**config.mk**
```make
export PLATFORM = sky130hd
export DESIGN_NAME = hazard_unit_flat
export DESIGN_NICKNAME = d
export VERILOG_FILES = /design/src/rtl/hazard_unit_if.sv /design/src/rtl/hazard_unit.sv /design/src/flat_wrapper.sv
export SDC_FILE = /design/constraint.sdc
export NUM_CORES = 1
export LEC_CHECK = 0
export CAP_MARGIN = 25
export CORE_ASPECT_RATIO = 1.2
export CORE_MARGIN = 4
export CORE_UTILIZATION = 40
export CTS_CLUSTER_SIZE = 8
export DETAILED_ROUTE_END_ITERATION = 8
export GPL_TIMING_DRIVEN = 0
export PLACE_DENSITY = 0.65
export SKIP_CTS_REPAIR_TIMING = 1
export SYNTH_ARGS = -nofsm -noshare
export SYNTH_HDL_FRONTEND = slang
export SYNTH_SLANG_ARGS = --single-unit
export TNS_END_PERCENT = 20
```
**constraint.sdc**
```tcl
create_clock -name clk -period 3.1 [get_ports clk]
set_input_delay 0.465 -clock clk [delete_from_list [all_inputs] [get_ports clk]]
set_output_delay 0.465 -clock clk [all_outputs]
set_load 0.02 [all_outputs]
```
**src/rtl/hazard_unit_if.sv**
```systemverilog
// rtl/hazard_unit_if.sv - decode-side bundle between the decode stage and the hazard unit
interface hazard_unit_if #(
    parameter int REG_W = 5,
    parameter int NSRC  = 2,
    parameter int CNT_W = 16
) ();
    logic                    id_valid;
    logic [NSRC*REG_W-1:0]   id_rs;
    logic [NSRC-1:0]         id_rs_used;
    logic [REG_W-1:0]        id_rd;
    logic                    id_regwrite;
    logic                    id_isload;
    logic                    id_isbranch;
    logic                    flush;
    logic                    cnt_clear;
    logic                    stall;
    logic [NSRC*2-1:0]       fwd_sel;
    logic [CNT_W-1:0]        stall_count;

    modport master (
        output id_valid, id_rs, id_rs_used, id_rd, id_regwrite, id_isload, id_isbranch,
        output flush, cnt_clear,
        input  stall, fwd_sel, stall_count
    );

    modport slave (
        input  id_valid, id_rs, id_rs_used, id_rd, id_regwrite, id_isload, id_isbranch,
        input  flush, cnt_clear,
        output stall, fwd_sel, stall_count
    );
endinterface

```
**src/rtl/hazard_unit.sv**
```systemverilog
// rtl/hazard_unit.sv - decode-stage hazard detection and registered forwarding selects
module hazard_unit #(
    parameter int REG_W     = 5,
    parameter int NSRC      = 2,
    parameter int WB_BYPASS = 1,
    parameter int CNT_W     = 16
) (
    input  logic         clk,
    input  logic         rst_n,
    hazard_unit_if.slave hz
);
    typedef struct packed {
        logic             valid;
        logic [REG_W-1:0] rd;
        logic             wr;
        logic             load;
    } slot_t;

    slot_t             s1, s2, s3;
    logic              hazard;
    logic              issue;
    logic [NSRC*2-1:0] cand;
    logic [NSRC*2-1:0] fwd_q;
    logic [CNT_W-1:0]  cnt_q;

    function automatic logic hit(input slot_t s, input logic [REG_W-1:0] rs);
        return s.valid && s.wr && (s.rd == rs);
    endfunction

    // Youngest producer wins; a WB-slot match never stalls, even for branches.
    always_comb begin
        hazard = 1'b0;
        cand   = '0;
        for (int i = 0; i < NSRC; i++) begin
            if (hz.id_rs_used[i] && (hz.id_rs[i*REG_W +: REG_W] != '0)) begin
                if (hit(s1, hz.id_rs[i*REG_W +: REG_W])) begin
                    if (s1.load || hz.id_isbranch) hazard = 1'b1;
                    else                           cand[i*2 +: 2] = 2'd1;
                end else if (hit(s2, hz.id_rs[i*REG_W +: REG_W])) begin
                    if (hz.id_isbranch) hazard = 1'b1;
                    else                cand[i*2 +: 2] = 2'd2;
                end else if (hit(s3, hz.id_rs[i*REG_W +: REG_W])) begin
                    cand[i*2 +: 2] = (WB_BYPASS != 0) ? 2'd3 : 2'd0;
                end
            end
        end
    end

    assign hz.stall       = hz.id_valid & ~hz.flush & hazard;
    assign issue          = hz.id_valid & ~hz.flush & ~hazard;
    assign hz.fwd_sel     = fwd_q;
    assign hz.stall_count = cnt_q;

    always_ff @(posedge clk or negedge rst_n) begin
        if (!rst_n) begin
            s1    <= '0;
            s2    <= '0;
            s3    <= '0;
            fwd_q <= '0;
            cnt_q <= '0;
        end else begin
            s3    <= s2;
            s2    <= s1;
            s1    <= issue ? {1'b1, hz.id_rd, hz.id_regwrite, hz.id_isload} : '0;
            fwd_q <= issue ? cand : '0;
            if (hz.cnt_clear)
                cnt_q <= '0;
            else if (hz.stall && (cnt_q != '1))
                cnt_q <= cnt_q + 1'b1;
        end
    end
endmodule

```
**src/flat_wrapper.sv**
```systemverilog
// flat-port wrapper written by rule: the top's interface ports become plain ports
module hazard_unit_flat 
#(
    parameter int REG_W     = 5,
    parameter int NSRC      = 2,
    parameter int WB_BYPASS = 1,
    parameter int CNT_W     = 16
)
  (clk, rst_n, hz_id_valid, hz_id_rs, hz_id_rs_used, hz_id_rd, hz_id_regwrite, hz_id_isload, hz_id_isbranch, hz_flush, hz_cnt_clear, hz_stall, hz_fwd_sel, hz_stall_count);
  hazard_unit_if #(.REG_W(REG_W), .NSRC(NSRC), .CNT_W(CNT_W)) hz_i ();
  input  logic clk;
  input  logic rst_n;
  input wire logic [$bits(hz_i.id_valid)-1:0] hz_id_valid;
  input wire logic [$bits(hz_i.id_rs)-1:0] hz_id_rs;
  input wire logic [$bits(hz_i.id_rs_used)-1:0] hz_id_rs_used;
  input wire logic [$bits(hz_i.id_rd)-1:0] hz_id_rd;
  input wire logic [$bits(hz_i.id_regwrite)-1:0] hz_id_regwrite;
  input wire logic [$bits(hz_i.id_isload)-1:0] hz_id_isload;
  input wire logic [$bits(hz_i.id_isbranch)-1:0] hz_id_isbranch;
  input wire logic [$bits(hz_i.flush)-1:0] hz_flush;
  input wire logic [$bits(hz_i.cnt_clear)-1:0] hz_cnt_clear;
  output wire logic [$bits(hz_i.stall)-1:0] hz_stall;
  output wire logic [$bits(hz_i.fwd_sel)-1:0] hz_fwd_sel;
  output wire logic [$bits(hz_i.stall_count)-1:0] hz_stall_count;
  assign hz_i.id_valid = hz_id_valid;
  assign hz_i.id_rs = hz_id_rs;
  assign hz_i.id_rs_used = hz_id_rs_used;
  assign hz_i.id_rd = hz_id_rd;
  assign hz_i.id_regwrite = hz_id_regwrite;
  assign hz_i.id_isload = hz_id_isload;
  assign hz_i.id_isbranch = hz_id_isbranch;
  assign hz_i.flush = hz_flush;
  assign hz_i.cnt_clear = hz_cnt_clear;
  assign hz_stall = hz_i.stall;
  assign hz_fwd_sel = hz_i.fwd_sel;
  assign hz_stall_count = hz_i.stall_count;
  hazard_unit #(.REG_W(REG_W), .NSRC(NSRC), .WB_BYPASS(WB_BYPASS), .CNT_W(CNT_W)) u_core (.clk(clk), .rst_n(rst_n), .hz(hz_i));
endmodule
```
==> results.md, run 1 <==
* DR WL/cell at 15.61 um
* Post-route insts no fill at 328
* CP Buf/Inv Count at 2
* Post-layout util at 54.82%
* Worst-path maximum fanout at 5
* TritonCTS Sinks at 42
* CP Launch Type: input pin
* Psw at 265.6 uW
* Slowest stage delay, CP at 590 ps
* Synth top area cells: dfrtp_1, xor2_1, xnor2_1, or4_1, mux2_2
* Status: complete, no violations
* Sequential power share at 50.7%
* Critical Path End Type: output pin
* Relative slew slack at 66.78%
* Die width at 75.02 um
* Placed insts at 318
* 1st-iter DRT viols at 78
* Critical path's top delay family: simple AND/OR/NAND/NOR gates
* Setup violators final at 0
* FILL cells at 454
* Share of layout cells above drive strength 1 at 12.78%
* Chip height at 88.42 um
* Max Cap Violations at 0
* Antenna Nets Post-Route at 0
* Switching portion of total power at 23.72%
* Worst path required time at 2630 ps
* Starting Density at 40.98%
* Clock Power Share at 38.9%
* Layout Nets at 291
* Cell internal pwr at 854.2 uW
* Global-route wire length before repair at 8611 um
* Worst-Skew Late Latency at 300 ps
* Tmin final at 3029 ps
* Root buffer cell: clkbuf_8
* Syn_nets at 236
* Largest net degree at the start of global routing at 34
* Synth Flop Type: dfrtp_1
* Top cell type by total area after synthesis: dfrtp_1
* Clk slew on worst S/H paths at 90 ps
* GP Congestion at 0.8497
* DR vias at 1,798
* CP arrival at 2560 ps
* Slowest CP cell: or4_4
* Vias per inst at 5.482
* Total CTS buffers at 5
* Max Clock Skew at 7.271 ps
* Antenna Cells at 0
* FFs w/ async S/R, synth at 100.0%
* Most frequent cells in the layout: dfrtp_1, clkdlybuf4s50_1, xor2_1
* CTS tree: done
* DP Area at 2699 sq um
* Number of flops mapped to enable cells by yosys at 0
* Worst vdd ir at 166.3 uV
* DRC Markers at 0
* Commonest non-fill, non-tap cell in the layout: dfrtp_1
* P&R area growth vs syn at 33.78%
* Crit-path cells: clkdlybuf4s50_1 -> or4_4 -> o21ai_4 -> nand2_1 -> o32ai_2 -> or2_4 -> and2_1 -> clkbuf_2
* Post-Synthesis Cells at 210
* Top cell type's share of synthesized area at 48.75%
* Fmax at 330.1 MHz
* Setup TNS at 0 ps
* Die ar. at 6633 sq um
* Core area at 5261 sq um
* Vias in the first global route at 1,887
* Worst setup path category: input pin to output pin
* Post-synth cell types at 39
* Sequential area share after synthesis at 48.75%
* Max Root-Sink Buffers at 2
* # rows at 29
* Total GRT Usage at 16.99%
* Worst reg-to-reg setup slack at 440 ps
* Cell area after layout at 2884 sq um
* Power per cell area at 388.3 nW/um^2
* Number of I/O pins at 46
* Final slew viol count at 0
* P_leak at 1.252 nW
* Grt ovf at 0
* Number of synthesis warnings at 0
* WL final at 5120 um
* Antenna violations before repair at 0
* Fin crit share at 97.71%
* Router iterations before antenna repair at 4
* Mean Syn Cell Area at 10.27 sq um
* Final hold violations at 0
* Worst Hold Class: input pin to asynchronous set/reset pin
* CTS HTree Levels at 2
* PnR Total Power at 1.120 mW
* Port Buffers at 45
* Measured slew at the worst slew-check pin at 498.3 ps
* Comb power frac at 10.4%
* RSZ-0062 raised after global routing: false
* Final HPWL DP at 3849 um
* Syn Std Cell Area at 2156 sq um
* Post-synthesis register bit count at 42
[Yosys cell counts (2+ instances only)]
master,number
nand2_1,12
nand3b_1,2
or2_2,2
dfrtp_1,42
xor2_1,20
mux2_2,6
xnor2_1,10
nor3_1,7
o31ai_1,7
a21oi_1,12
and3_1,9
or4_1,9
inv_1,3
nor2b_1,6
nand4_1,6
buf_4,2
o21ai_0,4
clkbuf_1,5
or3_1,3
nor4_1,4
nor2_1,13
nand3_1,9
[worst paths after layout]
check	cells past startpoint	endpoint	start
max in group asynchronous	2	u_core.hz.stall_count[2]	rst_n
min in group clk	0	u_core.s2[1]	u_core.s1[1]
hold / removal	1	u_core.s3[5]	rst_n
setup / recovery	8	hz_stall	hz_id_rs[5]
setup reg to reg	9	u_core.hz.stall_count[1]	u_core.hz.stall_count[0]
hold reg to reg	0	u_core.s2[1]	u_core.s1[1]
[flip-flops by register name, summed over array words and instances, names as in the netlist]
signal / flops
u_core.s2: 7
u_core.s3: 7
u_core.hz.fwd_sel: 4
u_core.hz.stall_count: 16
u_core.s1: 8
[power by group through the flow]
| stage | sequential (mW) | clock (mW) | combinational [mW] |
|---|---|---|---|
| after CTS | 0.568 | 0.445 | 0.112 |
| after detailed placement | 0.579 | 0 | 0.111 |
| after global placement | 0.579 | 0 | 0.108 |
| final | 0.568 | 0.435 | 0.116 |
| after floorplan | 0.578 | 0 | 0.0458 |
| after global routing | 0.570 | 0.470 | 0.128 |
[cell families (layout without fill, tap and decap cells)]
group	after synthesis	count (layout)	share of synthesized area, %
AOI/OAI and AO/OA	30	30	9.286
xor gates and xnor gates	30	30	12.19
adders and majority gates	1	1	0.5803
buffers and inverters	11	67	2.612
DFF	42	42	48.75
muxes	7	7	3.598
and+or+nand+nor	89	89	22.98
[area by class of cell]
type	count	area, sq um	area share, %
Multi-Input combinational cell	157	1096	38.00
Sequential cell	42	1051	36.44
Timing Repair Buffer	48	493.0	17.09
Tap cell	62	77.57	2.690
Clock buffer	6	72.57	2.516
Buffer	8	45.04	1.562
Clock inverter	2	37.54	1.302
Inverter	3	11.26	0.3905
[routing by layer]
layer / vias up / GRT usage, % / routed length [um]
li1: 862 / - / -
met2: 54 / 30.27 / 2661
met3: 7 / 4.091 / 304
met5: - / 0 / 0
met1: 875 / 19.41 / 2054
met4: 0 / 6.311 / 100
[per-stage QoR]
step                      hold slack [ps]  worst slack, ps
after global routing                28.78            2.823
after global placement              356.6           -665.3
after CTS                           27.02           -701.6
after detailed placement            350.9           -691.6
final                               22.50            70.95
after floorplan                     169.4            562.6
(Power assumes the default switching activity.)
==> run 2: changes to the inputs <==
- SETUP_SLACK_MARGIN: not set -> 0.15
==> results.md, run 2 (synthesis gave the netlist of run 1 again) <==
* Die width at 75.02 um
* Tmin final at 2847 ps
* Vias per inst at 5.558
* Most frequent cells in the layout: dfrtp_1, clkdlybuf4s50_1, xor2_1
* Hold WS at 20.34 ps
* Largest register FFs at 16
* Vias in the first global route at 1,887
* CTS HTree Levels at 2
* CP Launch Type: input pin
* Final HPWL DP at 3849 um
* Share of layout cells above drive strength 1 at 12.78%
* Setup violators final at 0
* Worst-path maximum fanout at 5
* Worst setup path category: input pin to output pin
* DR vias at 1,823
* RSZ-0062 raised after global routing: false
* Met1 WL at 2075 um
* Post-layout util at 54.96%
* Router iterations before antenna repair at 4
* Largest net degree at the start of global routing at 34
* Slowest stage delay, CP at 580 ps
* Final worst slack at 253.2 ps
* Post-route insts no fill at 328
* P&R area growth vs syn at 34.13%
* Fmax at 351.3 MHz
* Measured slew at the worst slew-check pin at 505.0 ps
* Layout Nets at 291
* PnR Total Power at 1.121 mW
* Crit path from: hz_id_rs[2]
* Worst Hold Class: input pin to asynchronous set/reset pin
* Clk slew on worst S/H paths at 90 ps
* DRC Markers at 0
* 1st-iter DRT viols at 76
* Worst-Skew Late Latency at 300 ps
* Dpl ws at -691.6 ps
* Antenna Nets Post-Route at 0
* Total CTS buffers at 5
* FF-to-FF End: u_core.hz.stall_count[1]
* Total GRT Usage at 16.99%
* Antenna violations before repair at 0
* CTS tree: done
* P_leak at 1.279 nW
* Commonest non-fill, non-tap cell in the layout: dfrtp_1
* Number of I/O pins at 46
* Max Root-Sink Buffers at 2
* DR WL/cell at 15.69 um
* Placed insts at 318
* Highest layer used for signal routing: met4
* Fin crit share at 91.83%
* Critical Path End Type: output pin
* GP Congestion at 0.8497
* Met2 Routed Length at 2659 um
* Met3 wire length at 306 um
* Antenna Cells at 0
* CP arrival at 2380 ps
* WL final at 5146 um
* Port Buffers at 45
* Die ar. at 6633 sq um
* FF-to-FF path depth at 9
* Worst path required time at 2630 ps
* Root buffer cell: clkbuf_8
* Starting Density at 40.98%
* FILL cells at 453
* Worst vdd ir at 166.3 uV
* Chip height at 88.42 um
* Final hold violations at 0
* # rows at 29
* Power per cell area at 387.8 nW/um^2
* Grt ovf at 0
* TritonCTS Sinks at 42
* Relative slew slack at 66.34%
* Slowest CP cell: or4_4
* Worst reg-to-reg setup slack at 430 ps
* Crit-path cells: dlymetal6s2s_1 -> or4_4 -> o21ai_4 -> nand3b_1 -> a311oi_2 -> or2_4 -> and2_1 -> clkbuf_2
* Worst r2r src: u_core.hz.stall_count[0]
* Max Cap Violations at 0
* Status: complete, no violations
* Core area at 5261 sq um
* Global-route wire length before repair at 8611 um
* Max Clock Skew at 7.261 ps
* Final slew viol count at 0
* Setup crit end: hz_stall
[run 2: power by group]
group | switching (mW) | internal [mW]
logic | 0.0615 | 0.0545
registers | 0.00933 | 0.559
clock network | 0.197 | 0.241
total | 0.268 | 0.854
[run 2: worst max-delay path: cells and delay by family]
| kind | cells | cell delay (ps) |
|---|---|---|
| buf+inv | 2 | 340 |
| simple gates | 4 | 1250 |
| compound gates | 2 | 330 |
[run 2: layer usage]
metal,global-route usage (%),vias to the layer above
li1,-,863
met1,19.41,893
met2,30.27,59
met3,4.091,8
met4,6.311,0
met5,0,-
[run 2: stage by stage]
stage / cell area, sq um / setup TNS (ps)
global placement: 2684 / -1083
detailed placement: 2699 / -1657
global route: 2892 / 0
floorplan: 2156 / 0
finish: 2892 / 0
CTS: 2809 / -701.6
[run 2: final cells by class]
type	count	area (sq um)	area share, %
clock inverters	2	37.54	1.298
flip-flops and latches	42	1051	36.35
plain buffers	8	45.04	1.558
clock buffers	6	72.57	2.510
repair buffers	48	500.5	17.31
multi-input cells	157	1096	37.91
inverters	3	11.26	0.3894
well taps	62	77.57	2.683
[run 2: worst min-delay path by stage]
stage                                end         start  slack [ps]
6_report            u_core.hz.fwd_sel[2]         rst_n          20
5_1_grt             u_core.hz.fwd_sel[2]         rst_n          30
4_1_cts        u_core.hz.stall_count[11]         rst_n          30
3_5_place_dp   u_core.hz.stall_count[11]         rst_n         350
3_3_place_gp                u_core.s3[7]  u_core.s2[7]         360
2_1_floorplan       u_core.hz.fwd_sel[0]         rst_n         170
==> run 3: changes to the inputs <==
- ABC_AREA: not set -> 1
- PLACE_DENSITY: 0.65 -> not set
==> results.md, run 3 <==
* Status: complete, no violations
* Critical Path End Type: output pin
* Hold WS at 379.6 ps
* Fmax at 366.9 MHz
* Number of I/O pins at 46
* Worst r2r src: u_core.s2[5]
* FF-to-FF path depth at 12
* Worst vdd ir at 237.5 uV
* Global-route wire length before repair at 10,440 um
* Router iterations before antenna repair at 4
* CP Buf/Inv Count at 4
* Vias in the first global route at 2,215
* Antenna Nets Post-Route at 0
* Largest register FFs at 16
* Hold Path Cell Cnt at 0
* Met1 WL at 2520 um
* Slowest stage delay, CP at 460 ps
* Total GRT Usage at 18.33%
* 1st-iter DRT viols at 77
* Total CTS buffers at 5
* Port Buffers at 44
* WL final at 6021 um
* Starting Density at 41.60%
* Top cell by count, worst path: nand2_1
* Worst-Skew Late Latency at 300 ps
* Top cell type by total area after synthesis: dfrtp_1
* Max Cap Violations at 0
* Final hold violations at 0
* Max Clock Skew at 6.607 ps
* CP Launch Type: input pin
* Final HPWL DP at 4612 um
* Core area at 5705 sq um
* Tmin final at 2726 ps
* Synth top area cells: dfrtp_1, nand2_1, nor2_1, nand3_1, xor2_1
* Share of layout cells above drive strength 1 at 6.952%
* Final slew viol count at 0
* Highest layer used for signal routing: met4
* Synth top cells by count: nand2_1, nor2_1, dfrtp_1
* DR WL/cell at 13.26 um
* Met3 wire length at 275 um
* Setup crit end: hz_stall
* Syn Std Cell Area at 2374 sq um
* Met2 Routed Length at 3115 um
* Fin crit share at 87.92%
* Measured slew at the worst slew-check pin at 495.8 ps
* Number of flops mapped to enable cells by yosys at 0
* Commonest non-fill, non-tap cell in the layout: nand2_1
* FFs w/ async S/R, synth at 100.0%
* Antenna violations before repair at 0
* Post-synth cell types at 32
* Worst path depth at 11
* Root buffer cell: clkbuf_8
* FILL cells at 588
* Setup TNS at 0 ps
* Final worst slack at 374.4 ps
* Slowest CP cell: clkdlybuf4s50_1
* DRC Markers at 0
* Max Root-Sink Buffers at 2
* DR vias at 2,208
* Power per cell area at 367.4 nW/um^2
* Area taken by multi-input logic gates at 1140 sq um
* Antenna Cells at 0
* Chip height at 92.39 um
* Crit-path cells: clkdlybuf4s50_1 -> inv_1 -> nor2_1 -> nor3_1 -> nand3_1 -> inv_1 -> nand2_1 -> nand2_1 -> nand2_1 -> a21boi_0 -> clkbuf_2
* Dpl ws at -66.01 ps
* Worst reg-to-reg setup slack at 1140 ps
* Sequential area share after synthesis at 44.28%
* CTS HTree Levels at 2
* Clk slew on worst S/H paths at 80 ps
* Post-Synthesis Cells at 320
* P&R area growth vs syn at 27.62%
* RSZ-0062 raised after global routing: false
* PnR Total Power at 1.113 mW
* # rows at 30
* Relative slew slack at 66.95%
* Crit path from: hz_id_rs[6]
* Reg area at 1051 sq um
* Worst path required time at 2630 ps
* Largest net degree at the start of global routing at 40
* Setup violators final at 0
* FF-to-FF End: u_core.hz.stall_count[1]
* Top cell type's share of synthesized area at 44.28%
* Layout Nets at 399
* Grt ovf at 0
* CP arrival at 2260 ps
* Count leader, synth: nand2_1
* Number of synthesis warnings at 0
* TritonCTS Sinks at 42
* Post-synthesis register bit count at 42
* Die width at 78.32 um
* Critical path's top delay family: buffers and inverters
* GP Congestion at 0.8949
* Worst Hold Class: flop to flop
* Die ar. at 7236 sq um
* Most frequent cells in the layout: nand2_1, nor2_1, clkdlybuf4s50_1, dfrtp_1
* Vias per inst at 4.863
* Worst setup path category: input pin to output pin
* Worst-path maximum fanout at 5
* Mean Syn Cell Area at 7.417 sq um
* Syn_nets at 346
* P_leak at 1.445 nW
* CTS tree: done
* Synth Flop Type: dfrtp_1
[run 3: changes by cell type after synthesis, sizes merged, moves of 4 or more]
cell   delta
nor2b     -6
xor2      -4
xnor2     -6
o31ai     -6
nand2    +77
mux2      -6
inv      +36
o22ai     +5
or4       -9
nand3    +27
nor2     +36
a21oi     -9
and3      -9
[run 3: worst min-delay path by stage]
stage / from / to / slack (ps)
finish: u_core.s1[1] / u_core.s2[1] / 380
global placement: u_core.s2[7] / u_core.s3[7] / 360
detailed placement: rst_n / u_core.s3[1] / 280
CTS: rst_n / u_core.s3[1] / -40
global route: u_core.s2[1] / u_core.s3[1] / 390
floorplan: rst_n / u_core.hz.fwd_sel[0] / 170
[run 3: cell type report]
class	count	share of cell area, %
inverters	40	4.957
repair buffers	46	15.20
well taps	80	3.304
clock inverters	2	0.4131
plain buffers	6	1.074
flip-flops and latches	42	34.70
clock buffers	6	2.726
multi-input cells	232	37.63
[run 3: worst reg2reg max path, delay by kind of cell, from the launching register on]
family	cells	cell delay, ps
xor+xnor	1	170
buf+inv	2	330
flops	1	420
simple gates	9	930
[run 3: logic make-up (layout without fill, tap and decap cells)]
group,Yosys count,after routing,synth area share (%)
AND/OR/NAND/NOR,189,189,34.21
buffers and inverters,46,100,7.696
flip-flops,42,42,44.28
AO/OA/AOI/OAI,22,22,5.904
XOR/XNOR,20,20,7.380
adder cells (fa/ha/maj),1,1,0.5271
[run 3: per-layer routing]
layer | vias up | track usage [%]
met1 | 1023 | 21.93
met5 | - | 0
met2 | 66 | 33.14
met3 | 7 | 3.113
li1 | 1112 | -
met4 | 0 | 5.831
[run 3: metrics by stage]
stage,utilization [%],cells,instance area (sq um)
after global routing,53.09,454,3029
after floorplan,-,320,2374
after CTS,53.00,453,3024
after detailed placement,51.34,445,2929
final,53.09,454,3029
after global placement,51.07,444,2914
[run 3: power breakdown]
group          internal (mW)  switching (mW)  total, mW
combinational         0.0674          0.0867      0.154
sequential             0.563          0.0182      0.582
clock                  0.179           0.198      0.377
